$ cat src/rtl/digit_box_segmenter_if.sv
// Pixel-stream side of the digit segmenter: binarised pixels, frame sync and scan width.
interface digit_box_segmenter_if #(
    parameter int XW = 11
);
    logic          frame_vsync;
    logic          pix_de;
    logic          pix_bin;
    logic [XW-1:0] xpos;
    logic [XW-1:0] ypos;
    logic [XW-1:0] h_total;

    modport master (output frame_vsync, pix_de, pix_bin, xpos, ypos, h_total);
    modport slave  (input  frame_vsync, pix_de, pix_bin, xpos, ypos, h_total);
endinterface

$ cat src/rtl/digit_box_segmenter.sv
// Frame-level digit segmenter: column-occupancy map built during the active frame,
// scanned in vertical blanking into left/right runs; top/bottom use last frame's boxes.
module digit_box_segmenter #(
    parameter int MAX_DIGIT   = 4,
    parameter int H_PIXEL_MAX = 800,
    parameter int XW          = 11,
    parameter int MIN_WIDTH   = 2
) (
    input  logic                    clk,
    input  logic                    rst,
    digit_box_segmenter_if.slave    pix,
    output logic [MAX_DIGIT*XW-1:0] box_left,
    output logic [MAX_DIGIT*XW-1:0] box_right,
    output logic [MAX_DIGIT*XW-1:0] box_top,
    output logic [MAX_DIGIT*XW-1:0] box_bottom,
    output logic [3:0]              digit_cnt,
    output logic                    box_valid,
    output logic                    overflow,
    output logic                    busy
);
    localparam logic [1:0]    ACCUM   = 2'd0;
    localparam logic [1:0]    SCAN    = 2'd1;
    localparam logic [1:0]    PUBLISH = 2'd2;
    localparam int            MW      = (H_PIXEL_MAX > 1) ? $clog2(H_PIXEL_MAX) : 1;
    localparam logic [XW:0]   HMAX    = (XW+1)'(H_PIXEL_MAX);
    localparam logic [XW:0]   MINW    = (XW+1)'(MIN_WIDTH);
    localparam logic [3:0]    MAXD    = 4'(MAX_DIGIT);
    localparam logic [XW-1:0] ONE     = XW'(1);
    localparam logic [XW:0]   ONE1    = (XW+1)'(1);

    logic [1:0]             state_q, state_d;
    logic                   vsync_q, vsync_d, rise_q, rise_d;
    logic [H_PIXEL_MAX-1:0] col_map_q, col_map_d;
    logic [XW-1:0]          h_lat_q, h_lat_d, x_q, x_d, run_start_q, run_start_d;
    logic                   run_on_q, run_on_d;
    logic [3:0]             cnt_q, cnt_d, prev_cnt_q, prev_cnt_d;
    logic                   ovf_q, ovf_d;
    logic [XW-1:0]          left_q [MAX_DIGIT];
    logic [XW-1:0]          left_d [MAX_DIGIT];
    logic [XW-1:0]          right_q [MAX_DIGIT];
    logic [XW-1:0]          right_d [MAX_DIGIT];
    logic [XW-1:0]          prev_left_q [MAX_DIGIT];
    logic [XW-1:0]          prev_left_d [MAX_DIGIT];
    logic [XW-1:0]          prev_right_q [MAX_DIGIT];
    logic [XW-1:0]          prev_right_d [MAX_DIGIT];
    logic [XW-1:0]          top_q [MAX_DIGIT];
    logic [XW-1:0]          top_d [MAX_DIGIT];
    logic [XW-1:0]          bot_q [MAX_DIGIT];
    logic [XW-1:0]          bot_d [MAX_DIGIT];
    logic [MAX_DIGIT*XW-1:0] box_left_q, box_left_d, box_right_q, box_right_d;
    logic [MAX_DIGIT*XW-1:0] box_top_q, box_top_d, box_bottom_q, box_bottom_d;
    logic [3:0]             digit_cnt_q, digit_cnt_d;
    logic                   box_valid_q, box_valid_d, overflow_q, overflow_d;

    logic                   map_bit, run_close, slot_sel;
    logic [XW-1:0]          run_lo, run_hi, h_clamp;
    logic [XW:0]            run_w;

    always_comb begin
        state_d      = state_q;
        vsync_d      = pix.frame_vsync;
        rise_d       = pix.frame_vsync & ~vsync_q;
        col_map_d    = col_map_q;
        h_lat_d      = h_lat_q;
        x_d          = x_q;
        run_start_d  = run_start_q;
        run_on_d     = run_on_q;
        cnt_d        = cnt_q;
        prev_cnt_d   = prev_cnt_q;
        ovf_d        = ovf_q;
        left_d       = left_q;
        right_d      = right_q;
        prev_left_d  = prev_left_q;
        prev_right_d = prev_right_q;
        top_d        = top_q;
        bot_d        = bot_q;
        box_left_d   = box_left_q;
        box_right_d  = box_right_q;
        box_top_d    = box_top_q;
        box_bottom_d = box_bottom_q;
        digit_cnt_d  = digit_cnt_q;
        overflow_d   = overflow_q;
        box_valid_d  = 1'b0;
        map_bit      = 1'b0;
        run_close    = 1'b0;
        slot_sel     = 1'b0;
        run_lo       = '0;
        run_hi       = '0;
        run_w        = '0;
        h_clamp      = ({1'b0, pix.h_total} > HMAX) ? HMAX[XW-1:0] : pix.h_total;

        case (state_q)
            ACCUM: begin
                if (pix.pix_de && pix.pix_bin) begin
                    if ({1'b0, pix.xpos} < HMAX)
                        col_map_d[pix.xpos[MW-1:0]] = 1'b1;
                    for (int unsigned i = 0; i < MAX_DIGIT; i++) begin
                        if (4'(i) < prev_cnt_q && prev_left_q[i] <= pix.xpos &&
                            pix.xpos <= prev_right_q[i]) begin
                            if (pix.ypos < top_q[i]) top_d[i] = pix.ypos;
                            if (pix.ypos > bot_q[i]) bot_d[i] = pix.ypos;
                        end
                    end
                end
                if (rise_q) begin
                    h_lat_d  = h_clamp;
                    x_d      = '0;
                    run_on_d = 1'b0;
                    // An empty scan width still publishes, with no columns visited.
                    state_d  = (h_clamp == '0) ? PUBLISH : SCAN;
                end
            end
            SCAN: begin
                map_bit = col_map_q[x_q[MW-1:0]];
                col_map_d[x_q[MW-1:0]] = 1'b0;
                run_lo  = run_on_q ? run_start_q : x_q;
                if (map_bit && !run_on_q) run_start_d = x_q;
                if (!map_bit && run_on_q) begin
                    run_close = 1'b1;
                    run_hi    = x_q - ONE;
                end else if (map_bit && x_q == h_lat_q - ONE) begin
                    run_close = 1'b1;
                    run_hi    = x_q;
                end
                run_w = {1'b0, run_hi} - {1'b0, run_lo} + ONE1;
                if (run_close && run_w >= MINW) begin
                    if (cnt_q == MAXD) begin
                        ovf_d = 1'b1;
                    end else begin
                        for (int unsigned i = 0; i < MAX_DIGIT; i++) begin
                            if (4'(i) == cnt_q) begin
                                left_d[i]  = run_lo;
                                right_d[i] = run_hi;
                            end
                        end
                        cnt_d = cnt_q + 4'd1;
                    end
                end
                run_on_d = map_bit;
                x_d      = x_q + ONE;
                if (x_q == h_lat_q - ONE) state_d = PUBLISH;
            end
            PUBLISH: begin
                for (int unsigned i = 0; i < MAX_DIGIT; i++) begin
                    slot_sel = 4'(i) < cnt_q;
                    box_left_d[i*XW +: XW]  = slot_sel ? left_q[i]  : '0;
                    box_right_d[i*XW +: XW] = slot_sel ? right_q[i] : '0;
                    if (slot_sel && 4'(i) < prev_cnt_q && top_q[i] <= bot_q[i]) begin
                        box_top_d[i*XW +: XW]    = top_q[i];
                        box_bottom_d[i*XW +: XW] = bot_q[i];
                    end else begin
                        box_top_d[i*XW +: XW]    = '0;
                        box_bottom_d[i*XW +: XW] = '0;
                    end
                    prev_left_d[i]  = left_q[i];
                    prev_right_d[i] = right_q[i];
                    left_d[i]       = '0;
                    right_d[i]      = '0;
                    top_d[i]        = '1;
                    bot_d[i]        = '0;
                end
                digit_cnt_d = cnt_q;
                overflow_d  = ovf_q;
                box_valid_d = 1'b1;
                prev_cnt_d  = cnt_q;
                cnt_d       = '0;
                ovf_d       = 1'b0;
                // Columns at or beyond the scanned width are dropped here in one go.
                col_map_d   = '0;
                state_d     = ACCUM;
            end
            default: state_d = ACCUM;
        endcase
    end

    always_ff @(posedge clk) begin
        if (rst) begin
            state_q      <= ACCUM;
            vsync_q      <= 1'b0;
            rise_q       <= 1'b0;
            col_map_q    <= '0;
            h_lat_q      <= '0;
            x_q          <= '0;
            run_start_q  <= '0;
            run_on_q     <= 1'b0;
            cnt_q        <= '0;
            prev_cnt_q   <= '0;
            ovf_q        <= 1'b0;
            for (int unsigned i = 0; i < MAX_DIGIT; i++) begin
                left_q[i]       <= '0;
                right_q[i]      <= '0;
                prev_left_q[i]  <= '0;
                prev_right_q[i] <= '0;
                top_q[i]        <= '1;
                bot_q[i]        <= '0;
            end
            box_left_q   <= '0;
            box_right_q  <= '0;
            box_top_q    <= '0;
            box_bottom_q <= '0;
            digit_cnt_q  <= '0;
            box_valid_q  <= 1'b0;
            overflow_q   <= 1'b0;
        end else begin
            state_q      <= state_d;
            vsync_q      <= vsync_d;
            rise_q       <= rise_d;
            col_map_q    <= col_map_d;
            h_lat_q      <= h_lat_d;
            x_q          <= x_d;
            run_start_q  <= run_start_d;
            run_on_q     <= run_on_d;
            cnt_q        <= cnt_d;
            prev_cnt_q   <= prev_cnt_d;
            ovf_q        <= ovf_d;
            left_q       <= left_d;
            right_q      <= right_d;
            prev_left_q  <= prev_left_d;
            prev_right_q <= prev_right_d;
            top_q        <= top_d;
            bot_q        <= bot_d;
            box_left_q   <= box_left_d;
            box_right_q  <= box_right_d;
            box_top_q    <= box_top_d;
            box_bottom_q <= box_bottom_d;
            digit_cnt_q  <= digit_cnt_d;
            box_valid_q  <= box_valid_d;
            overflow_q   <= overflow_d;
        end
    end

    assign box_left   = box_left_q;
    assign box_right  = box_right_q;
    assign box_top    = box_top_q;
    assign box_bottom = box_bottom_q;
    assign digit_cnt  = digit_cnt_q;
    assign box_valid  = box_valid_q;
    assign overflow   = overflow_q;
    assign busy       = (state_q != ACCUM);
endmodule

$ cat src/flat_wrapper.sv
// flat-port wrapper written by rule: the top's interface ports become plain ports
module digit_box_segmenter_flat 
#(
    parameter int MAX_DIGIT   = 4,
    parameter int H_PIXEL_MAX = 800,
    parameter int XW          = 11,
    parameter int MIN_WIDTH   = 2
)
  (clk, rst, box_left, box_right, box_top, box_bottom, digit_cnt, box_valid, overflow, busy, pix_frame_vsync, pix_pix_de, pix_pix_bin, pix_xpos, pix_ypos, pix_h_total);
  digit_box_segmenter_if #(.XW(XW)) pix_i ();
  input  logic clk;
  input  logic rst;
  output logic [MAX_DIGIT*XW-1:0] box_left;
  output logic [MAX_DIGIT*XW-1:0] box_right;
  output logic [MAX_DIGIT*XW-1:0] box_top;
  output logic [MAX_DIGIT*XW-1:0] box_bottom;
  output logic [3:0] digit_cnt;
  output logic box_valid;
  output logic overflow;
  output logic busy;
  input wire logic [$bits(pix_i.frame_vsync)-1:0] pix_frame_vsync;
  input wire logic [$bits(pix_i.pix_de)-1:0] pix_pix_de;
  input wire logic [$bits(pix_i.pix_bin)-1:0] pix_pix_bin;
  input wire logic [$bits(pix_i.xpos)-1:0] pix_xpos;
  input wire logic [$bits(pix_i.ypos)-1:0] pix_ypos;
  input wire logic [$bits(pix_i.h_total)-1:0] pix_h_total;
  assign pix_i.frame_vsync = pix_frame_vsync;
  assign pix_i.pix_de = pix_pix_de;
  assign pix_i.pix_bin = pix_pix_bin;
  assign pix_i.xpos = pix_xpos;
  assign pix_i.ypos = pix_ypos;
  assign pix_i.h_total = pix_h_total;
  digit_box_segmenter #(.MAX_DIGIT(MAX_DIGIT), .H_PIXEL_MAX(H_PIXEL_MAX), .XW(XW), .MIN_WIDTH(MIN_WIDTH)) u_core (.clk(clk), .rst(rst), .pix(pix_i), .box_left(box_left), .box_right(box_right), .box_top(box_top), .box_bottom(box_bottom), .digit_cnt(digit_cnt), .box_valid(box_valid), .overflow(overflow), .busy(busy));
endmodule
$ cat config.mk
export PLATFORM = sky130hd
export DESIGN_NAME = digit_box_segmenter_flat
export DESIGN_NICKNAME = d
export VERILOG_FILES = /design/src/rtl/digit_box_segmenter_if.sv /design/src/rtl/digit_box_segmenter.sv /design/src/flat_wrapper.sv
export SDC_FILE = /design/constraint.sdc
export NUM_CORES = 2
export LEC_CHECK = 0
export ABC_AREA = 1
export CAP_MARGIN = 10
export CORE_ASPECT_RATIO = 0.75
export CORE_MARGIN = 1
export CORE_UTILIZATION = 50
export CTS_CLUSTER_DIAMETER = 100
export DETAILED_ROUTE_END_ITERATION = 6
export DONT_BUFFER_PORTS = 1
export PLACE_DENSITY = 0.61
export SYNTH_ARGS = -nofsm -noshare
export SYNTH_HDL_FRONTEND = slang
export SYNTH_SLANG_ARGS = --single-unit
$ cat constraint.sdc
create_clock -name clk -period 12.1 [get_ports clk]
set_clock_uncertainty 0.2 [all_clocks]
set_input_delay 1.815 -clock clk [delete_from_list [all_inputs] [get_ports clk]]
set_output_delay 1.815 -clock clk [all_outputs]
set_load 0.005 [all_outputs]
; Yosys cells after proc, flatten, opt, wreduce, memory -nomap -nowiden
; Index checks and enable logic that the tools add are counted.
[classes]
reduce_logical = 52
eq_ne = 30
n_addsub = 6
muxes = 82
order_cmp = 35
bitwise = 5
[op_table]
columns = op, n
row1 = case mux 800 bit (3 select lines), 1
row2 = two-way mux 800 bit, 2
row3 = AND 800 bit, 1
row4 = NOT 800 bit, 1
row5 = bitwise OR 800 bit, 1
row6 = two-way mux 11 bit, 46
row7 = case mux 44 bit (2 select lines), 4
row8 = two-way mux 44 bit, 6
row9 = <= comparator 11 bit, 12
row10 = AND reduction 4 bit, 12
row11 = > comparator 11 bit, 4
row12 = < comparator 11 bit, 4
row13 = "inequality test 2 x 1 -> 1 bit, second input constant", 22
row14 = logical AND 1 bit, 23
row15 = "< comparator 10 x 11 -> 1 bit, second input constant", 2
row16 = case mux 11 bit (2 select lines), 1
row17 = "subtractor 11 x 1 -> 11 bit, second input constant", 2
row18 = demux 1 bit (select 10 bit), 2
row19 = ">= comparator 10 x 1 -> 1 bit, second input constant", 2
row20 = "< comparator 1 x 4 -> 1 bit, first input constant", 4
row21 = "< comparator 2 x 4 -> 1 bit, first input constant", 4
row22 = "adder 12 x 1 -> 12 bit, second input constant", 1
row23 = ">= comparator 12 x 2 -> 1 bit, second input constant", 1
row24 = subtractor 11 x 11 -> 12 bit, 1
row25 = 28 further kinds, 51
[word_totals]
out_inout_bits = 183
ff_bits = 1289

; Depth between registers and ports, before layout
[depth]
word_depth = 12
depth_mapped = 42
depth_no_buf = 37

; Least setup slack after synthesis
; OpenSTA, ideal clock, no wires.
[synth_path]
path_type = register to register
start = register u_core.x_q[0]
end = register u_core.right_q[26] in the netlist's numbering
path_stages_with_launch = 35
setup_time_ns = 0.113
arrival_ns = 4.339
path_slack_ns = 7.448
path_cell_list = dfxtp_1 -> buf_4 -> inv_2 -> buf_6 -> buf_6 -> buf_6 -> buf_2 -> o21ai_1 -> nand2_1 -> nand2_1 -> nand4_1 -> o21bai_1 -> nand2_1 -> nor2_2 -> nand3_2 -> buf_2 -> nand2_1 -> nand3_1 -> ha_1 -> inv_1 -> ha_1 -> inv_1 -> fa_1 -> o31ai_1 -> xnor2_1 -> nand3_1 -> nor2_1 -> nand2_1 -> nand2_1 -> nand2_4 -> nand3_2 -> buf_4 -> nand2_1 -> nand2_1 -> nor2_1
[synth_via]
elab_chain_len = 12
word_cells_on_any_way = 24
classes_between = add/sub: 3 / order compare: 1 / eq/ne: 2 / mux: 13 / reduce/logical: 5
[synth_lines]
columns = element, line
row1 = start: declaration, digit_box_segmenter.sv:34  ; logic [XW-1:0] h_lat_q, h_lat_d, x_q, x_d, run_start_q, run_start_d;
row2 = start signal: assignment, digit_box_segmenter.sv:183  ; x_q <= '0;
row3 = start signal: assignment, digit_box_segmenter.sv:210  ; x_q <= x_d;
row4 = binary-select mux 1 bit (select 10 bit), digit_box_segmenter.sv:114  ; map_bit = col_map_q[x_q[MW-1:0]];
row5 = two-way mux 1 bit (not written as such), digit_box_segmenter.sv:114
row6 = logical AND 1 bit or logical NOT 1 bit (tied branches), "digit_box_segmenter.sv:121, digit_box_segmenter.sv:118"
row7 = two-way mux 11 bit or logical AND 1 bit (tied branches), "digit_box_segmenter.sv:121, digit_box_segmenter.sv:118"
row8 = two-way mux 11 bit, digit_box_segmenter.sv:118  ; if (!map_bit && run_on_q) begin
row9 = two-way mux 11 bit, digit_box_segmenter.sv:92  ; case (state_q)
row10 = subtractor 11 x 11 -> 12 bit, digit_box_segmenter.sv:125  ; run_w = {1'b0, run_hi} - {1'b0, run_lo} + ONE1;
row11 = adder 12 x 1 -> 12 bit, digit_box_segmenter.sv:125
row12 = >= comparator 12 x 2 -> 1 bit, digit_box_segmenter.sv:126  ; if (run_close && run_w >= MINW) begin
row13 = logical AND 1 bit, digit_box_segmenter.sv:126
row14 = inequality test 2 x 1 -> 1 bit (no source line), -
row15 = AND reduction 4 bit (no source line), -
row16 = end signal: assignment, digit_box_segmenter.sv:217  ; right_q <= right_d;
row17 = end: declaration, digit_box_segmenter.sv:40  ; logic [XW-1:0] right_q [MAX_DIGIT];
; Parallel ways exist; a longest one is shown, timed or not. The select of a mux whose other input is x is not followed.
; A chain may end at the register's enable or synchronous reset.

; Final worst setup path
[layout_path]
start = register u_core.x_q[0]
end = register u_core.right_q[5] in the netlist's numbering
; Same word-level chain as after synthesis.

==> flow_summary.json <==
{
  "status": "finished with violations",
  "violations": "design-rule violations",
  "cap_viol_max_count": 0,
  "hold_path.class": "reg2reg",
  "critPathCaptureType": "flop",
  "die_width_um": 447.7,
  "io-pin-count": 221,
  "postSynth.asyncResetShare_pct": 0,
  "syn_area_sq_mm": 0.07450,
  "detailedPlacementHpwl_um": 174800,
  "antenna_violating_nets_post_route": 0,
  "crit_arrival_ns": 9.81,
  "violation_count_after_the_first_detailed_route_iteration": 12010,
  "syn_nets": 11640,
  "critical_path.max_stage_delay_ns": 0.85,
  "totalNegativeSetupSlack_ns": 0,
  "yosysWarnings": 0,
  "placementRows": 122,
  "drcViolationCount": 6,
  "power.density_mw_per_mm2": 195.4,
  "unrepaired_setup_endpoints_after_global_routing": "false",
  "slowest_stage_cell_crit_path": "sky130_fd_sc_hd__nand2_1",
  "worstSetupPathType": "reg2reg",
  "finalSetupViolations": 0,
  "tritoncts": "yes",
  "post-route-util_pct": 53.65,
  "nets": 10920,
  "total_power_mw": 15.50,
  "viasPerCell": 6.226,
  "endpoint_required_time_on_the_critical_path_ns": 12.60,
  "detail_route.wl_per_cell_um": 23.88,
  "final_layout_size_suffix_gt1_share_pct": 3.984,
  "timing_worst_slew_pin_value_ns": 1.372,
  "finalHoldViolCount": 0,
  "post_cts.repair.setup_buffers": 0,
  "grt-ovfl-total": 0,
  "most_repeated_library_cell_on_the_critical_path": "sky130_fd_sc_hd__nand2_1",
  "totalWireLength_um": 304000,
  "grt_antenna_before_repair": 13,
  "maxClockFrequency_mhz": 107.4,
  "grt.total_usage_pct": 38.44,
  "worst-path-max-fanout": 103,
  "final_critical_path_share_of_the_clock_period_pct": 76.97,
  "synth_top_flop_cell": "sky130_fd_sc_hd__dfxtp_1",
  "top_register_by_number_of_flip_flops": "u_core.col_map_q",
  "num-fill-cells": 14710,
  "multi_input_logic_area_sq_mm": 0.04137,
  "gp_routability_congestion": 0.9364,
  "pin_count_of_the_biggest_net_entering_global_routing": 422,
  "minimum_period_implied_by_the_final_worst_setup_slack_ns": 9.314,
  "drt_pre_antenna_iters": 7,
  "static_leakage_nw": 35.98,
  "total_die_area_sq_mm": 0.1506,
  "clock_root_buffer_master": "sky130_fd_sc_hd__clkbuf_16",
  "cts_hold_buf": 0,
  "synth_enable_flop_cells": 0,
  "start_util_pct": 50.42,
  "global_route_wire_length_before_repair_um": 446600,
  "largest_register_ffs": 800,
  "synth_sequential_area_ratio_pct": 34.64,
  "insertion_delay_ns": 0.81,
  "cts_repair_resize_count": 0,
  "seqCellArea_sq_mm": 0.02581,
  "via_count_of_the_first_global_routing_pass": 70300,
  "via_count": 79250,
  "synth.ff_latch_count": 1289,
  "slew_viol_final": 0,
  "cts_buf_count": 143,
  "cts_buffer_depth": 3,
  "postSynthAreaPerCell_sq_um": 6.566,
  "io_buffer_count": 0,
  "die_h_um": 336.3,
  "placeableCoreArea_sq_mm": 0.1478,
  "htreeDepth": 4,
  "critPathLaunchType": "flop",
  "clk_pin_slew_ns": 0.06,
  "synth.distinct_cells": 47,
  "syn_inst": 11350,
  "clkSinkCount": 1289,
  "peakVddDrop_uv": 366.0,
  "synthToLayoutAreaGrowth_pct": 6.419,
  "timing.max_slew.rel_slack_pct": 8.526
}
logic make-up (layout without fill, tap and decap cells):
logic type               count (synthesis)  after routing  share of synthesized area, %
XOR/XNOR                                32             32                        0.3762
flip-flops                            1289           1289                         34.64
AO/OA/AOI/OAI                         3739           3739                         28.56
AND/OR/NAND/NOR                       4117           4117                         22.20
buffers and inverters                 1918           1316                         10.00
adder cells (fa/ha/maj)                251            251                         4.226
other                                    0              1                             0
power breakdown:
group          switching, mW  internal [mW]
logic                   4.76           1.54
clock network           1.97           2.70
registers              0.154           4.38
total                   6.88           8.61
path summary, 6_finish.rpt:
check / from / to / slack (ns) / cells after the start
hold reg to reg: u_core.h_lat_q[10]$_SDFFE_PP0P_ / u_core.h_lat_q[10]$_SDFFE_PP0P_ / 0.26 / 2
hold / removal: u_core.h_lat_q[10]$_SDFFE_PP0P_ / u_core.h_lat_q[10]$_SDFFE_PP0P_ / 0.26 / 2
setup / recovery: u_core.x_q[0]$_SDFFE_PP0P_ / u_core.right_q[5]$_SDFFE_PP0P_ / 2.79 / 35
setup reg to reg: u_core.x_q[0]$_SDFFE_PP0P_ / u_core.right_q[5]$_SDFFE_PP0P_ / 2.79 / 35
worst max-delay path: cells and delay by family, from the launching register on:
kind	cells	cell delay, ns
compound gates	3	1.08
xor+xnor	1	0.15
fa+ha+maj	3	0.92
buf+inv	6	1.98
flops	1	0.62
simple gates	22	4.18
cell usage after synthesis, types with 2 or more instances:
master                      count  area, sq um
sky130_fd_sc_hd__o32ai_1        2        17.52
sky130_fd_sc_hd__a21oi_1     1411         7062
sky130_fd_sc_hd__buf_1         53        198.9
sky130_fd_sc_hd__a221oi_1       4        35.03
sky130_fd_sc_hd__a31oi_1        7        43.79
sky130_fd_sc_hd__buf_6          5        56.30
sky130_fd_sc_hd__nand4_1       70        437.9
sky130_fd_sc_hd__dfxtp_1     1289        25800
sky130_fd_sc_hd__inv_2          2        7.510
sky130_fd_sc_hd__o211a_1      434         4344
sky130_fd_sc_hd__o31ai_1        5        37.54
sky130_fd_sc_hd__o21ai_1       16        80.08
sky130_fd_sc_hd__a21boi_0       4        30.03
sky130_fd_sc_hd__clkinv_1       3        11.26
sky130_fd_sc_hd__nand2_1     2607         9786
sky130_fd_sc_hd__a211oi_1       7        52.55
sky130_fd_sc_hd__a2111oi_0      3        26.28
sky130_fd_sc_hd__nor2_2         3        18.77
sky130_fd_sc_hd__o21a_1         6        45.04
sky130_fd_sc_hd__clkbuf_1     794         2980
sky130_fd_sc_hd__a21o_1        10        75.07
sky130_fd_sc_hd__o21ai_0     1729         8653
sky130_fd_sc_hd__o21bai_1       2        15.01
sky130_fd_sc_hd__nor4_1        18        112.6
sky130_fd_sc_hd__o211ai_1      91        683.2
sky130_fd_sc_hd__buf_2        135        675.7
sky130_fd_sc_hd__nor2_1       771         2894
sky130_fd_sc_hd__o2111ai_1      6        52.55
sky130_fd_sc_hd__or2_2          5        31.28
sky130_fd_sc_hd__nand3_1      553         2768
sky130_fd_sc_hd__nor3_1        79        395.4
sky130_fd_sc_hd__inv_1        914         3431
sky130_fd_sc_hd__nand3_2        4        40.04
sky130_fd_sc_hd__xnor2_1       10        87.58
sky130_fd_sc_hd__xor2_1        22        192.7
sky130_fd_sc_hd__buf_4         12        90.09
sky130_fd_sc_hd__ha_1         250         3128
cells in the final DEF, fill, tap and decap left out, drive strengths merged, types with 2 or more instances in the layout:
cell type  Yosys  routed
a21oi       1411    1411
o21bai         2       2
inv          916     926
ha           250     250
o32ai          2       2
or2            5       5
o21ai       1745    1745
a31oi          7       7
a211oi         7       7
nor3          79      79
o21a           6       6
nor4          18      18
xnor2         10      10
nor2         774     774
clkinvlp       0       2
a21o          10      10
nand4         71      71
o211ai        91      91
o211a        434     434
xor2          22      22
a21boi         4       4
dfxtp       1289    1289
buf          205     137
clkinv         3      25
and2           2       2
nand3        557     557
o2111ai        6       6
a2111oi        3       3
o31ai          5       5
a221oi         4       4
nand2       2609    2609
clkbuf       794     215
bufinv         0      11
layer usage:
layer / up-vias / track usage [%] / routed length, um
li1: 36400 / - / -
met4: 4 / 15.05 / 11640
met2: 4695 / 54.83 / 125100
met3: 715 / 10.90 / 40130
met1: 37430 / 54.13 / 127200
met5: - / 0 / 20
final cells by class:
| cell class | instances | area share, % |
|---|---|---|
| diodes | 1 | 0.003156 |
| clock buffers | 215 | 5.415 |
| multi-input cells | 8139 | 52.18 |
| inverters | 919 | 4.408 |
| clock inverters | 45 | 0.7702 |
| well taps | 1984 | 3.131 |
| flip-flops and latches | 1289 | 32.56 |
| repair buffers | 137 | 1.531 |
through the flow:
step           worst slack, ns  instances  hold slack, ns  instance area (sq um)
2_1_floorplan            7.448      11350          0.1744                  74500
4_1_cts                  3.194      12730          0.2550                  79190
3_5_place_dp             3.316      12470          0.2407                  74290
6_report                 2.786      12730          0.2564                  79280
5_1_grt                  2.210      12730          0.2741                  79280
3_3_place_gp             3.317      12470          0.2428                  74290
(Power assumes the default switching activity.)
